## src/rtl/uart_pkg.sv

```systemverilog
// Shared types and defaults for the UART tx arbitration path (also used by rx-side schedulers).
package uart_pkg;

   typedef enum logic [1:0] {IDLE, START, WAIT} uart_arb_state_t;

   localparam int unsigned UART_N_REQ       = 4;
   localparam int unsigned UART_FRAME_WD    = 8;
   localparam int unsigned UART_TIMEOUT_CYC = 65536;
   localparam int unsigned UART_MAX_BURST   = 4;

   // Round-robin successor of idx among n slots.
   function automatic int unsigned rr_next(input int unsigned idx, input int unsigned n);
      return (idx + 1 >= n) ? 32'd0 : idx + 1;
   endfunction

endpackage

```

## src/rtl/uart_tx_arbiter_if.sv

```systemverilog
// Requester byte handshake plus transmitter start/done link for uart_tx_arbiter.
interface uart_tx_arbiter_if
   import uart_pkg::*;
#(
   parameter int unsigned N_REQ    = UART_N_REQ,
   parameter int unsigned FRAME_WD = UART_FRAME_WD
);
   logic [N_REQ-1:0]          req_valid;
   logic [N_REQ*FRAME_WD-1:0] req_data;
   logic [N_REQ-1:0]          req_ready;
   logic                      tx_start;
   logic [FRAME_WD-1:0]       tx_frame;
   logic                      tx_done;

   modport master (
      output req_valid, req_data, tx_done,
      input  req_ready, tx_start, tx_frame
   );

   modport slave (
      input  req_valid, req_data, tx_done,
      output req_ready, tx_start, tx_frame
   );
endinterface

```

## src/rtl/uart_rr_pick.sv

```systemverilog
// Combinational round-robin picker: first valid requester at or after ptr, wrapping.
module uart_rr_pick
   import uart_pkg::*;
#(
   parameter int unsigned N_REQ = UART_N_REQ
) (
   input  logic [N_REQ-1:0]         req_valid,
   input  logic [$clog2(N_REQ)-1:0] ptr,
   output logic                     any,
   output logic [$clog2(N_REQ)-1:0] g
);
   localparam int unsigned PTR_WD = $clog2(N_REQ);

   int unsigned idx;
   logic        found;

   always_comb begin
      any   = |req_valid;
      g     = '0;
      found = 1'b0;
      idx   = 0;
      for (int unsigned i = 0; i < N_REQ; i++) begin
         idx = 32'(ptr) + i;
         if (idx >= N_REQ) idx = idx - N_REQ;
         if (!found && req_valid[idx[PTR_WD-1:0]]) begin
            g     = idx[PTR_WD-1:0];
            found = 1'b1;
         end
      end
   end
endmodule

```

## src/rtl/uart_tx_arbiter.sv

```systemverilog
// Round-robin arbiter sharing one UART transmitter among N_REQ byte producers.
// Optional multi-byte grants: define UART_ARB_BURST_EN.
module uart_tx_arbiter
   import uart_pkg::*;
#(
   parameter int unsigned N_REQ       = UART_N_REQ,
   parameter int unsigned FRAME_WD    = UART_FRAME_WD,
   parameter int unsigned TIMEOUT_CYC = UART_TIMEOUT_CYC,
   parameter int unsigned MAX_BURST   = UART_MAX_BURST
) (
   input  logic                     clk,
   input  logic                     rst_n,
   uart_tx_arbiter_if.slave         bus,
   output logic [$clog2(N_REQ)-1:0] grant_id,
   output logic                     busy,
   output logic                     tx_timeout
);
   localparam int unsigned PTR_WD = $clog2(N_REQ);
   localparam int unsigned TMR_WD = $clog2(TIMEOUT_CYC + 1);

   localparam logic [1:0] ST_IDLE  = IDLE;
   localparam logic [1:0] ST_START = START;
   localparam logic [1:0] ST_WAIT  = WAIT;

   logic [1:0]          state;
   logic [PTR_WD-1:0]   ptr;
   logic [PTR_WD-1:0]   pick_g;
   logic                pick_any;
   logic [TMR_WD-1:0]   timer;
   logic                timer_end;
   logic                tx_start_q;
   logic [FRAME_WD-1:0] frame_q;
   logic [FRAME_WD-1:0] pick_data;
   logic [N_REQ-1:0]    ready;
   logic [PTR_WD-1:0]   ptr_after_pick;
   logic [PTR_WD-1:0]   ptr_after_grant;

   uart_rr_pick #(.N_REQ(N_REQ)) u_pick (
      .req_valid (bus.req_valid),
      .ptr       (ptr),
      .any       (pick_any),
      .g         (pick_g)
   );

   assign pick_data       = bus.req_data[int'(pick_g)*FRAME_WD +: FRAME_WD];
   assign ptr_after_pick  = PTR_WD'(rr_next(32'(pick_g), N_REQ));
   assign ptr_after_grant = PTR_WD'(rr_next(32'(grant_id), N_REQ));
   assign timer_end       = (timer == TMR_WD'(TIMEOUT_CYC - 1));
   assign busy            = (state != ST_IDLE);

   assign bus.tx_start  = tx_start_q;
   assign bus.tx_frame  = frame_q;
   assign bus.req_ready = ready;

`ifdef UART_ARB_BURST_EN
   localparam int unsigned BST_WD = $clog2(MAX_BURST + 1);

   logic [BST_WD-1:0]   burst_cnt;
   logic                burst_go;
   logic [FRAME_WD-1:0] own_data;

   assign own_data = bus.req_data[int'(grant_id)*FRAME_WD +: FRAME_WD];
   assign burst_go = (state == ST_WAIT) && bus.tx_done && bus.req_valid[grant_id]
                     && (burst_cnt < BST_WD'(MAX_BURST - 1));

   always_comb begin
      ready = '0;
      if (state == ST_IDLE && pick_any) ready[pick_g] = 1'b1;
      else if (burst_go)                ready[grant_id] = 1'b1;
   end
`else
   always_comb begin
      ready = '0;
      if (state == ST_IDLE && pick_any) ready[pick_g] = 1'b1;
   end
`endif

   always_ff @(posedge clk or negedge rst_n) begin
      if (!rst_n) begin
         state      <= ST_IDLE;
         ptr        <= '0;
         grant_id   <= '0;
         frame_q    <= '0;
         tx_start_q <= 1'b0;
         tx_timeout <= 1'b0;
         timer      <= '0;
`ifdef UART_ARB_BURST_EN
         burst_cnt  <= '0;
`endif
      end else begin
         tx_start_q <= 1'b0;
         tx_timeout <= 1'b0;
         case (state)
            ST_IDLE: begin
               if (pick_any) begin
                  frame_q    <= pick_data;
                  grant_id   <= pick_g;
                  tx_start_q <= 1'b1;
                  state      <= ST_START;
`ifndef UART_ARB_BURST_EN
                  ptr        <= ptr_after_pick;
`endif
               end
            end
            ST_START: begin
               timer <= '0;
               state <= ST_WAIT;
            end
            ST_WAIT: begin
               // tx_done is tested first so it beats a coincident watchdog expiry
               if (bus.tx_done) begin
`ifdef UART_ARB_BURST_EN
                  if (burst_go) begin
                     frame_q    <= own_data;
                     burst_cnt  <= burst_cnt + 1'b1;
                     tx_start_q <= 1'b1;
                     state      <= ST_START;
                  end else begin
                     burst_cnt <= '0;
                     ptr       <= ptr_after_grant;
                     state     <= ST_IDLE;
                  end
`else
                  state <= ST_IDLE;
`endif
               end else if (timer_end) begin
                  tx_timeout <= 1'b1;
                  state      <= ST_IDLE;
`ifdef UART_ARB_BURST_EN
                  burst_cnt  <= '0;
                  ptr        <= ptr_after_grant;
`endif
               end else begin
                  timer <= timer + 1'b1;
               end
            end
            default: state <= ST_IDLE;
         endcase
      end
   end

   // The pick-time pointer is unused when grants may span several bytes.
   logic unused_ptr;
   assign unused_ptr = ^ptr_after_pick;
endmodule
```

## src/flat_wrapper.sv

```systemverilog
// flat-port wrapper written by rule: the top's interface ports become plain ports
module uart_tx_arbiter_flat import uart_pkg::*;
#(
   parameter int unsigned N_REQ       = UART_N_REQ,
   parameter int unsigned FRAME_WD    = UART_FRAME_WD,
   parameter int unsigned TIMEOUT_CYC = UART_TIMEOUT_CYC,
   parameter int unsigned MAX_BURST   = UART_MAX_BURST
)
  (clk, rst_n, grant_id, busy, tx_timeout, bus_req_valid, bus_req_data, bus_tx_done, bus_req_ready, bus_tx_start, bus_tx_frame);
  uart_tx_arbiter_if #(.N_REQ(N_REQ), .FRAME_WD(FRAME_WD)) bus_i ();
  input  logic clk;
  input  logic rst_n;
  output logic [$clog2(N_REQ)-1:0] grant_id;
  output logic busy;
  output logic tx_timeout;
  input wire logic [$bits(bus_i.req_valid)-1:0] bus_req_valid;
  input wire logic [$bits(bus_i.req_data)-1:0] bus_req_data;
  input wire logic [$bits(bus_i.tx_done)-1:0] bus_tx_done;
  output wire logic [$bits(bus_i.req_ready)-1:0] bus_req_ready;
  output wire logic [$bits(bus_i.tx_start)-1:0] bus_tx_start;
  output wire logic [$bits(bus_i.tx_frame)-1:0] bus_tx_frame;
  assign bus_i.req_valid = bus_req_valid;
  assign bus_i.req_data = bus_req_data;
  assign bus_i.tx_done = bus_tx_done;
  assign bus_req_ready = bus_i.req_ready;
  assign bus_tx_start = bus_i.tx_start;
  assign bus_tx_frame = bus_i.tx_frame;
  uart_tx_arbiter #(.N_REQ(N_REQ), .FRAME_WD(FRAME_WD), .TIMEOUT_CYC(TIMEOUT_CYC), .MAX_BURST(MAX_BURST)) u_core (.clk(clk), .rst_n(rst_n), .bus(bus_i), .grant_id(grant_id), .busy(busy), .tx_timeout(tx_timeout));
endmodule
```

## config.mk

```make
export PLATFORM = sky130hd
export DESIGN_NAME = uart_tx_arbiter_flat
export DESIGN_NICKNAME = d
export VERILOG_FILES = /design/src/rtl/uart_pkg.sv /design/src/rtl/uart_tx_arbiter_if.sv /design/src/rtl/uart_rr_pick.sv /design/src/rtl/uart_tx_arbiter.sv /design/src/flat_wrapper.sv
export SDC_FILE = /design/constraint.sdc
export NUM_CORES = 1
export LEC_CHECK = 0
export ABC_AREA = 1
export CORE_UTILIZATION = 59
export CTS_BUF_LIST = sky130_fd_sc_hd__clkbuf_8
export DETAILED_ROUTE_END_ITERATION = 10
export DONT_BUFFER_PORTS = 1
export PLACE_DENSITY_LB_ADDON = 0.25
export RECOVER_POWER = 100
export SLEW_MARGIN = 10
export SYNTH_ARGS = -nofsm -noshare
export SYNTH_HDL_FRONTEND = slang
export SYNTH_SLANG_ARGS = --single-unit
```

## constraint.sdc

```tcl
create_clock -name clk -period 2.1 [get_ports clk]
set_clock_uncertainty 0.05 [all_clocks]
set_input_delay 0.42 -clock clk [delete_from_list [all_inputs] [get_ports clk]]
set_output_delay 0.42 -clock clk [all_outputs]
set_load 0.02 [all_outputs]
```

==> metrics.yaml <==
status:
  failed_checks: "negative setup slack"
  run_status: "finished with violations"
floorplanning:
  floorplan.core_area_mm2: 0.00347
  die_x_extent_um: 63.3
  die_h_um: 63.3
  rows: 21
  die_area_mm2: 0.00401
  effective_utilization_at_floorplan: 0.640
  boundaryPins: 56
worst_setup_path:
  crit_path_end_kind: "output pin"
  cp_max_delay_cell: "dfrtp_2"
  slowest_delay_ns: 0.49
  path_class: "flip-flop to output pin"
  critical_path.startpoint: "u_core.ptr[0]"
  crit_path_cell_trace: "buf_6 > nand2_2 > nand2_1 > nand2_2 > nand2_4 > nor2_4 > nand3b_1 > nand2_1 > nor2_2 > nor2_4 > inv_2 > nor2_4"
  setup.reg_to_reg.worst_slack_ns: -0.38
  worstPathRequired_ns: 1.63
  cp_data_arrival_time_ns: 2.16
  critical_path.reg2reg.endpoint: "u_core.timer[10]"
  worst_r2r_startpoint: "u_core.timer[0]"
  worst_setup_path_endpoint: "bus_req_ready[3]"
  setup.worst_path.start_class: "flip-flop"
  worstRegToRegCells: 15
  crit_path_max_fanout: 7
  critical-path-top-cell-by-count: "nor2_4"
grt:
  grt-ovfl-total: 0
  grt_first_pass_wirelength_mm: 10.7
  first_global_vias: 2276
  number_of_antenna_violations_at_the_first_check_in_global_routing: 0
  grt_max_degree: 34
  grt.total_usage: 0.348
layout:
  design_area_mm2: 0.00308
  layout-drive-gt1-share: 0.409
  regArea_um2: 828
  filler_cell_count: 148
  synthesis_to_finish_area_growth_pct: 38.6
  final_core_util: 0.887
  antenna-diode-count: 0
  multi_input_area_mm2: 0.00154
  final_net_count: 401
synthesis:
  synthTopCellsByArea: "dfrtp_1 37%, nand2_1 18%, nand3_1 7.9%, nand2_2 5.1%, inv_1 4.9%"
  synth_nets: 351
  synth-async-reset-ratio: 1.00
  synthFlopType: "dfrtp_1"
  post-synth-top-area-cell: "dfrtp_1"
  syn-mean-instance-area_um2: 7.18
  yosysSeqAreaShare: 0.372
  synth-edff-count: 0
  yosys.cell_types.count: 40
  yosysWarnings: 0
  synthCells: 309
  yosys_register_bits: 33
  synth_top_area_share: 0.372
  synth_area_mm2: 0.00222
sta:
  max_slew_margin: 0.437
  report.final.hold_viol_count: 0
  maxSlewViolCount: 0
  timing.final.crit_share: 1.25
  timing.fmax_mhz: 380
  layout_setup_ws_ns: -0.532
  setup_viol: 30
  rsz_0062_raised_after_global_routing: "yes"
  post-route-min-period_ns: 2.63
  slew_of_the_pin_with_the_lowest_slew_margin_ns: 0.845
clock_network:
  clock_latency_ns: 0.30
  cts_inserted_buffers: 5
  clock-root-buffer: "clkbuf_8"
  cts.sinks: 33
  clkTransAtPathRegs_ns: 0.08
  clk_path_buf_depth: 2
  clock_tree.htree_level_count: 2
  cts_tree: "yes"
pwr:
  leak_pwr_nw: 1.58
  ir_worst_vdd_v: 0.00123
  powerDensity_mw_per_mm2: 1680
  design_power_total_mw: 5.17
place:
  buffer_ports.inserted: 0
  dp_hpwl_mm: 3.79
  post_dp_cell_area_mm2: 0.00248
  place_congestion: 0.895
route:
  drt_wl_total_mm: 8.54
  detail_route.vias_per_cell: 6.55
  detailed_route_drc_error_count: 0
  drtIter0Drc: 347
  wire_per_inst_um: 21.1
  firstDrtPassIters: 5
  vias: 2652
  drt.antenna.violating_nets: 0
worst_hold_path:
  min_path_type: "primary input to flip-flop"
run:
  maxCapViolations: 0
final cells by class:
cell class | instances | share of cell area
multi-input combinational | 236 | 0.500
sequential | 33 | 0.269
timing repair buffer | 48 | 0.136
inverter | 34 | 0.0464
clock buffer | 6 | 0.0269
tap | 46 | 0.0187
timing repair inverter | 1 | 0.00163
clock inverter | 1 | 0.00122
logic make-up after synthesis:
logic type,after synthesis,share of synthesized area
compound gates,23,0.0575
xor+xnor,4,0.0158
fa+ha+maj,3,0.0169
buf+inv,40,0.0880
flops,33,0.372
simple gates,206,0.450
flip-flops by register name, summed over array words and instances (netlist names):
name	flops
u_core.bus.tx_frame	8
u_core.bus.tx_start	1
u_core.grant_id	2
u_core.ptr	2
u_core.state	2
u_core.timer	17
u_core.tx_timeout	1
metal layers:
layer,track usage,wire (um)
met1,0.432,3000
met2,0.573,4010
met3,0.0942,1020
met4,0.134,509
met5,0,0
report_power, final:
group | leakage (nW) | switching, mW | internal [mW]
sequential | 0.434 | 0.289 | 0.815
combinational | 1.10 | 2.25 | 1.31
clock | 0.0485 | 0.251 | 0.256
critical path: cells and delay by family, from the launching register on:
kind	cells	cell delay [ns]
flip-flops	1	0.49
buffers and inverters	2	0.24
AND/OR/NAND/NOR	10	1.13
repair_timing:
action                                 4_1_cts  5_1_grt
setup endpoints to repair                   13       29
gates resized for setup                     25       66
buffers inserted                            11       11
pin swaps                                    9       23
hold buffers                                 2        0
cloned                                       0        1
endpoints found under the hold margin       33        0
worst min path at each step:
stage | start | endpoint | depth (start not counted)
final | bus_tx_done | u_core.tx_timeout | 1
after global routing | bus_tx_done | u_core.tx_timeout | 1
after CTS | bus_tx_done | u_core.tx_timeout | 1
after detailed placement | rst_n | u_core.ptr[0] | 0
after global placement | rst_n | u_core.ptr[0] | 0
after floorplan | rst_n | u_core.bus.tx_frame[0] | 0
cell usage after synthesis (3+ instances only):
| cell type | number |
|---|---|
| nor2_1 | 16 |
| dfrtp_1 | 33 |
| a21oi_1 | 7 |
| nor3_1 | 7 |
| ha_1 | 3 |
| nand3_2 | 4 |
| nand2_2 | 18 |
| nand2_1 | 109 |
| nand3_1 | 35 |
| inv_1 | 29 |
| nor2_4 | 3 |
| o21ai_0 | 8 |
cell usage in the layout (no fill, tap or decap), types with 9 or more instances in the layout:
cell type	instances
buf_6	14
nand3_1	32
inv_1	26
nor2_1	9
buf_4	29
nand2_1	88
nor2_4	10
nand2_2	24
dfrtp_1	31
nand2_4	16
metrics by stage:
| stage | cells | setup TNS, ns | hold WS [ns] | worst slack (ns) |
|---|---|---|---|---|
| floorplan | 309 | -0.358 | 0.0744 | -0.120 |
| global placement | 374 | -0.114 | 0.0755 | -0.0296 |
| detailed placement | 374 | -0.478 | 0.0757 | -0.0757 |
| CTS | 394 | -1.05 | 0.141 | -0.278 |
| global route | 405 | -7.43 | 0.138 | -0.562 |
| finish | 405 | -5.86 | 0.141 | -0.532 |
(Power assumes the default switching activity.)
